## src/rtl/alu_seq_pkg.sv

```systemverilog
// Shared types and helpers for the bit-slice ALU sequencer.
package alu_seq_pkg;

    typedef enum logic [1:0] {
        IDLE,
        RUN,
        DONE
    } seq_state_t;

    localparam int OP_W = 4;

    function automatic int nslices(input int width, input int slice);
        return width / slice;
    endfunction

endpackage

```

## src/rtl/alu_seq_shreg.sv

```systemverilog
// Load / shift-right-by-S register; shift_in enters at the top.
// Operands shift in zeros, the result register shifts in ALU slices.
module alu_seq_shreg #(
    parameter int W = 16,
    parameter int S = 2
) (
    input  logic         clk,
    input  logic         rst_n,
    input  logic         load,
    input  logic         shift,
    input  logic [W-1:0] load_val,
    input  logic [S-1:0] shift_in,
    output logic [W-1:0] q
);

    logic [W-1:0] shifted;

    generate
        if (W > S) begin : g_wide
            assign shifted = {shift_in, q[W-1:S]};
        end else begin : g_narrow
            assign shifted = shift_in;
        end
    endgenerate

    always_ff @(posedge clk or negedge rst_n) begin
        if (!rst_n) begin
            q <= '0;
        end else if (load) begin
            q <= load_val;
        end else if (shift) begin
            q <= shifted;
        end
    end

endmodule

```

## src/rtl/alu_slice_sequencer.sv

```systemverilog
// Feeds a SLICE-bit combinational ALU one slice per cycle, LSB first.
// Define ALU_SEQ_BACK2BACK_EN to accept a new request in DONE.
module alu_slice_sequencer
    import alu_seq_pkg::*;
#(
    parameter int WIDTH = 16,
    parameter int SLICE = 2
) (
    input  logic             clk,
    input  logic             rst_n,
    input  logic             req_valid,
    output logic             req_ready,
    input  logic [OP_W-1:0]  req_op,
    input  logic [WIDTH-1:0] req_a,
    input  logic [WIDTH-1:0] req_b,
    input  logic             req_cin,
    output logic [SLICE-1:0] alu_a,
    output logic [SLICE-1:0] alu_b,
    output logic [OP_W-1:0]  alu_op,
    output logic             alu_cin,
    input  logic [SLICE-1:0] alu_y,
    input  logic             alu_cout,
    output logic             rsp_valid,
    input  logic             rsp_ready,
    output logic [WIDTH-1:0] rsp_y,
    output logic             rsp_cout,
    output logic             rsp_zero
);

    localparam int NSLICES = nslices(WIDTH, SLICE);
    localparam int CW = (NSLICES > 1) ? $clog2(NSLICES) : 1;
    localparam logic [CW-1:0] LAST = CW'(NSLICES - 1);

    generate
        if ((WIDTH % SLICE) != 0 || WIDTH < SLICE) begin : g_bad_cfg
            $error("WIDTH must be a positive multiple of SLICE");
        end
    endgenerate

    seq_state_t state;
    seq_state_t state_n;

    logic [CW-1:0]   cnt;
    logic            carry;
    logic [OP_W-1:0] op;
    logic            accept;
    logic            run;
    logic            done;
    logic            last;

    logic [WIDTH-1:0] a_q;
    logic [WIDTH-1:0] b_q;
    logic [WIDTH-1:0] res_q;

    assign run  = (state == RUN);
    assign done = (state == DONE);
    assign last = (cnt == LAST);

    always_comb begin
        state_n   = state;
        req_ready = 1'b0;
        accept    = 1'b0;
        unique case (state)
            IDLE: begin
                req_ready = 1'b1;
                if (req_valid) begin
                    accept  = 1'b1;
                    state_n = RUN;
                end
            end
            RUN: begin
                if (last) begin
                    state_n = DONE;
                end
            end
            DONE: begin
`ifdef ALU_SEQ_BACK2BACK_EN
                req_ready = rsp_ready;
                if (rsp_ready) begin
                    accept  = req_valid;
                    state_n = req_valid ? RUN : IDLE;
                end
`else
                if (rsp_ready) begin
                    state_n = IDLE;
                end
`endif
            end
            default: begin
                state_n = IDLE;
            end
        endcase
    end

    always_ff @(posedge clk or negedge rst_n) begin
        if (!rst_n) begin
            state <= IDLE;
            cnt   <= '0;
            carry <= 1'b0;
            op    <= '0;
        end else begin
            state <= state_n;
            if (accept) begin
                cnt   <= '0;
                carry <= req_cin;
                op    <= req_op;
            end else if (run) begin
                cnt   <= cnt + 1'b1;
                carry <= alu_cout;
            end
        end
    end

    // Operands drain to zero after NSLICES shifts, so alu_a/alu_b
    // read back as zero in DONE without extra gating.
    alu_seq_shreg #(.W(WIDTH), .S(SLICE)) u_a_reg (
        .clk      (clk),
        .rst_n    (rst_n),
        .load     (accept),
        .shift    (run),
        .load_val (req_a),
        .shift_in ('0),
        .q        (a_q)
    );

    alu_seq_shreg #(.W(WIDTH), .S(SLICE)) u_b_reg (
        .clk      (clk),
        .rst_n    (rst_n),
        .load     (accept),
        .shift    (run),
        .load_val (req_b),
        .shift_in ('0),
        .q        (b_q)
    );

    alu_seq_shreg #(.W(WIDTH), .S(SLICE)) u_res_reg (
        .clk      (clk),
        .rst_n    (rst_n),
        .load     (accept),
        .shift    (run),
        .load_val ('0),
        .shift_in (alu_y),
        .q        (res_q)
    );

    assign alu_a   = a_q[SLICE-1:0];
    assign alu_b   = b_q[SLICE-1:0];
    assign alu_op  = op;
    assign alu_cin = run & carry;

    assign rsp_valid = done;
    assign rsp_y     = res_q;
    assign rsp_cout  = done & carry;
    assign rsp_zero  = done & ~(|res_q);

endmodule

```

## config.mk

```make
export PLATFORM = sky130hd
export DESIGN_NAME = alu_slice_sequencer
export DESIGN_NICKNAME = d
export VERILOG_FILES = /design/src/rtl/alu_seq_pkg.sv /design/src/rtl/alu_seq_shreg.sv /design/src/rtl/alu_slice_sequencer.sv
export SDC_FILE = /design/constraint.sdc
export NUM_CORES = 1
export LEC_CHECK = 0
export CORE_UTILIZATION = 35
export CTS_CLUSTER_DIAMETER = 30
export CTS_CLUSTER_SIZE = 25
export DETAILED_ROUTE_END_ITERATION = 8
export PLACE_DENSITY = 0.74
export RECOVER_POWER = 25
export SYNTH_ARGS = -nofsm -noshare
export SYNTH_HDL_FRONTEND = slang
export SYNTH_SLANG_ARGS = --single-unit
```

## constraint.sdc

```tcl
create_clock -name clk -period 1.6 [get_ports clk]
set_input_delay 0.32 -clock clk [delete_from_list [all_inputs] [get_ports clk]]
set_output_delay 0.32 -clock clk [all_outputs]
set_load 0.005 [all_outputs]
```

==> flow_results.org <==
** CTS
- Library cell used as clock root buffer :: clkbuf_8
- Num Clock Sinks :: 58
- Latest clock arrival within the worst-skew pair :: 0.33 ns
- The clock passes through at most 2 buffers.
- Clock-pin slew of the registers on the worst-case setup and hold paths :: 0.07 ns
- Number of levels in the clock H-tree :: 3
- TritonCTS built the clock tree.
- Clock tree synthesis inserted a total of 9 buffers.

** Timing
- Measured against its own limit, the worst slew margin works out to 48.3%.
- Number of max-slew violations in the final report :: 0
- Setup repair after global routing missed its margin :: yes
- Actual transition at the worst max-transition pin :: 0.775 ns
- Highest clock frequency the design can meet :: 0.556 GHz
- Setup-violating endpoint count in the final report :: 1
- The count of final hold-check violations is 0.
- Setup slack after layout :: -0.199 ns
- Adding up every negative setup slack in the final design gives -0.199 ns.
- Largest clock skew in the final design :: 0.00523 ns
- Time the final worst path needs with I/O delays and setup :: 1.80 ns
- After layout, the worst path uses 112% of the clock period.

** Routing
- Total via count in the routed design :: 2,169
- The pre-antenna-repair detailed-routing pass consisted of 6 iterations.
- After detailed routing, the number of remaining DRC violations is 0.
- Mean number of vias per cell :: 4.75
- Wire length reported by the detailed router :: 5840 um
- Antenna Violating Nets Remaining :: 0
- Violation count after the first detailed-routing iteration :: 132
- Routed wirelength normalized by instance count :: 12.8 um

** Job
- The tool flagged a number of max-cap violations equal to 0.

** Logic synthesis
- The biggest area contributor in the post-synthesis netlist is dfrtp_1.
- Synth async-reset ratio :: 100%
- Ys flop type :: dfrtp_1
- Most used standard cells in the synthesized netlist :: nand2_1 (104), dfrtp_1 (58), a22oi_1 (29), o21ai_0 (12), o21ai_1 (12)
- In this run, synthesis inferred 0 flip-flops with an integrated enable.
- By area the synthesized netlist is led by dfrtp_1 (59%), nand2_1 (16%), a22oi_1 (8.8%), buf_4 (2.7%), o21ai_0 (2.4%).
- Post-Syn Area :: 2480 um2
- Share of Yosys cell area claimed by the top area cell type :: 58.5%
- Number of distinct library cells after synthesis :: 22
- Most common cell in the netlist :: nand2_1
- The number of nets handed over by synthesis was 304.
- Synthesis produced a netlist whose cell count is 258.
- A synthesized cell averages 9.61 um2.
- Count of state elements after synthesis :: 58
- During synthesis, Yosys emitted a total of 0 warnings.
- Sequential share of the synthesized area :: 58.5%

** Floorplanning
- Area of the die :: 7430 um2
- Overall die height :: 86.2 um
- Core region area :: 6830 um2
- Horizontal die dimension :: 86.2 um
- In this run the core area contains 30 standard-cell rows.
- I/O pins :: 73
- Starting utilization of the core area :: 36.3%

** Power
- Worst IR Drop VDD :: 0.000816 V
- Summed over all cells, the static leakage comes to 1.79 nW.
- The clock network accounts for 22.7% of the total power.
- Switching power as a share of total power :: 33.5%
- Portion of total power attributed to combinational logic :: 41.0%
- Internal power :: 4.40 mW
- Power per unit of standard cell area :: 1770 nW/um2
- Sequential cells burn 36.4% of the power.
- In this run the power spent charging and discharging nets is 2.22 mW.

** Status
- The flow ran to the end, but the final reports show violations.
- The checks that failed: setup timing.

** Min path
- The tightest min-delay check is of the reg -> reg type.

** Placed design
- Before CTS, the worst setup slack after placement is -0.256 ns.
- Count of buffers from port buffering :: 72
- Counting tap cells, the placed design contains a total of 436 instances.
- Once detailed placement completed, the half-perimeter wirelength came to 3710 um.
- Global placer's final weighted congestion :: 0.762

** Setup path
- CP startpoint kind :: flop
- Data required time of the worst path :: 1.28 ns
- CP Capture Type :: output port
- Register-to-register setup slack :: 0.10 ns
- Critical path fanouts, max :: 2
- The worst setup path is of the reg -> out kind.
- STA puts the critical path data arrival time at 1.48 ns.

** Finish
- Antenna Cells :: 0
- In the final layout, the share of cells above drive strength 1 is 18.8%.
- At the end of the flow the core is filled with cells to 54.7%.
- From synthesis to final layout, the design area changed by 50.7%.
- Counting the fill cells in the layout gives 646.
- Net count reported at finish :: 402
- Number of non-filler instances in the completed layout :: 457

** Global routing
- Global routing finished with a remaining overflow of 0.
- The number of global-route vias before repair is 2,101.
- Maximum number of pins on one net before global-route repair :: 59
- First-pass GRT wire length :: 9920 um
- Global routing used 17.3% of the available tracks.
- The number of antenna violations at the first check in global routing was 0.
## sequential cells by signal (all words and copies together), names as in the netlist
signal       cells
cnt              3
alu_op           4
u_res_reg.q     16
u_a_reg.q       16
state            2
carry            1
u_b_reg.q       16
## cell usage in the layout (no fill, tap or decap), types with 2 or more instances in the layout
cell type | synthesis | final
nand2_1 | 104 | 104
dfrtp_1 | 58 | 57
clkdlybuf4s50_1 | 0 | 50
buf_4 | 9 | 31
a22oi_1 | 29 | 29
dlygate4sd2_1 | 0 | 14
o21ai_1 | 12 | 12
o21ai_0 | 12 | 12
clkbuf_8 | 0 | 10
mux2_1 | 4 | 4
nor4_2 | 0 | 3
ha_1 | 2 | 2
clkinv_2 | 0 | 2
bufinv_16 | 0 | 2
buf_2 | 9 | 2
buf_6 | 0 | 2
clkbuf_2 | 1 | 2
clkdlybuf4s15_1 | 0 | 2
buf_12 | 0 | 2
## power groups by stage
stage	registers (mW)	logic (mW)	clock network, mW
4_1_cts	2.38	2.67	1.53
3_3_place_gp	2.37	2.69	0
6_report	2.41	2.71	1.50
5_1_grt	2.49	3.04	1.60
2_1_floorplan	2.43	1.41	0
3_5_place_dp	2.40	2.70	0
## worst paths after layout
path                                                  from                       end  depth (start not counted)
worst min register to register    u_b_reg.q[0]$_DFFE_PN0P_  u_b_reg.q[0]$_DFFE_PN0P_                          2
worst max-delay path            u_res_reg.q[7]$_DFFE_PN0P_                  rsp_zero                          3
min in group asynchronous                            rst_n  u_a_reg.q[1]$_DFFE_PN0P_                          3
max in group asynchronous                            rst_n      state[1]$_DFFE_PN0P_                          3
worst max register to register        state[0]$_DFFE_PN0P_     alu_op[1]$_DFFE_PN0P_                          5
worst min-delay path              u_b_reg.q[0]$_DFFE_PN0P_  u_b_reg.q[0]$_DFFE_PN0P_                          2
## through the flow
step                      hold WS, ns  total power [mW]  instance area, um2
after floorplan                0.0244              3.84                2480
after global placement          0.343              5.06                3480
after detailed placement        0.348              5.11                3480
after CTS                       0.478              6.59                3730
after global routing            0.500              7.13                3740
final                           0.472              6.62                3740
## metal layers
| metal | GRT usage [%] | up-vias | wire (um) |
|---|---|---|---|
| li1 | - | 1068 | - |
| met3 | 5.43 | 10 | 347 |
| met1 | 22.3 | 1036 | 2660 |
| met5 | 0 | - | 0 |
| met4 | 6.82 | 0 | 92 |
| met2 | 27.3 | 55 | 2740 |
## worst max-delay path, stage by stage, from the launching register on
cell and delay, ns:
dfrtp_1 0.38, or4_4 0.53, nor3_2 0.11, buf_2 0.13
## area by class of cell
class | count | area (um2) | area share [%]
Clock buffer | 11 | 141 | 3.78
Clock inverter | 5 | 77.6 | 2.08
Inverter | 1 | 3.75 | 0.100
Multi-Input combinational cell | 178 | 955 | 25.5
Sequential cell | 58 | 1450 | 38.9
Tap cell | 96 | 120 | 3.21
Timing Repair Buffer | 108 | 987 | 26.4
## timing repair
action,4_1_cts,5_1_grt
endpoints found under the hold margin,58,0
setup endpoints to repair,21,4
buffers inserted,4,0
resized for setup,36,10
hold buffers,1,0
pin swaps,1,1
## cells by family (layout without fill, tap and decap cells)
| kind of cell | after synthesis | in the layout | share of synthesized area (%) |
|---|---|---|---|
| mux | 4 | 4 | 1.82 |
| compound gates | 55 | 55 | 14.2 |
| simple gates | 117 | 117 | 19.2 |
| buf+inv | 22 | 125 | 5.20 |
| flops | 58 | 58 | 58.5 |
| fa+ha+maj | 2 | 2 | 1.01 |
Power figures use the tool's default switching activity.
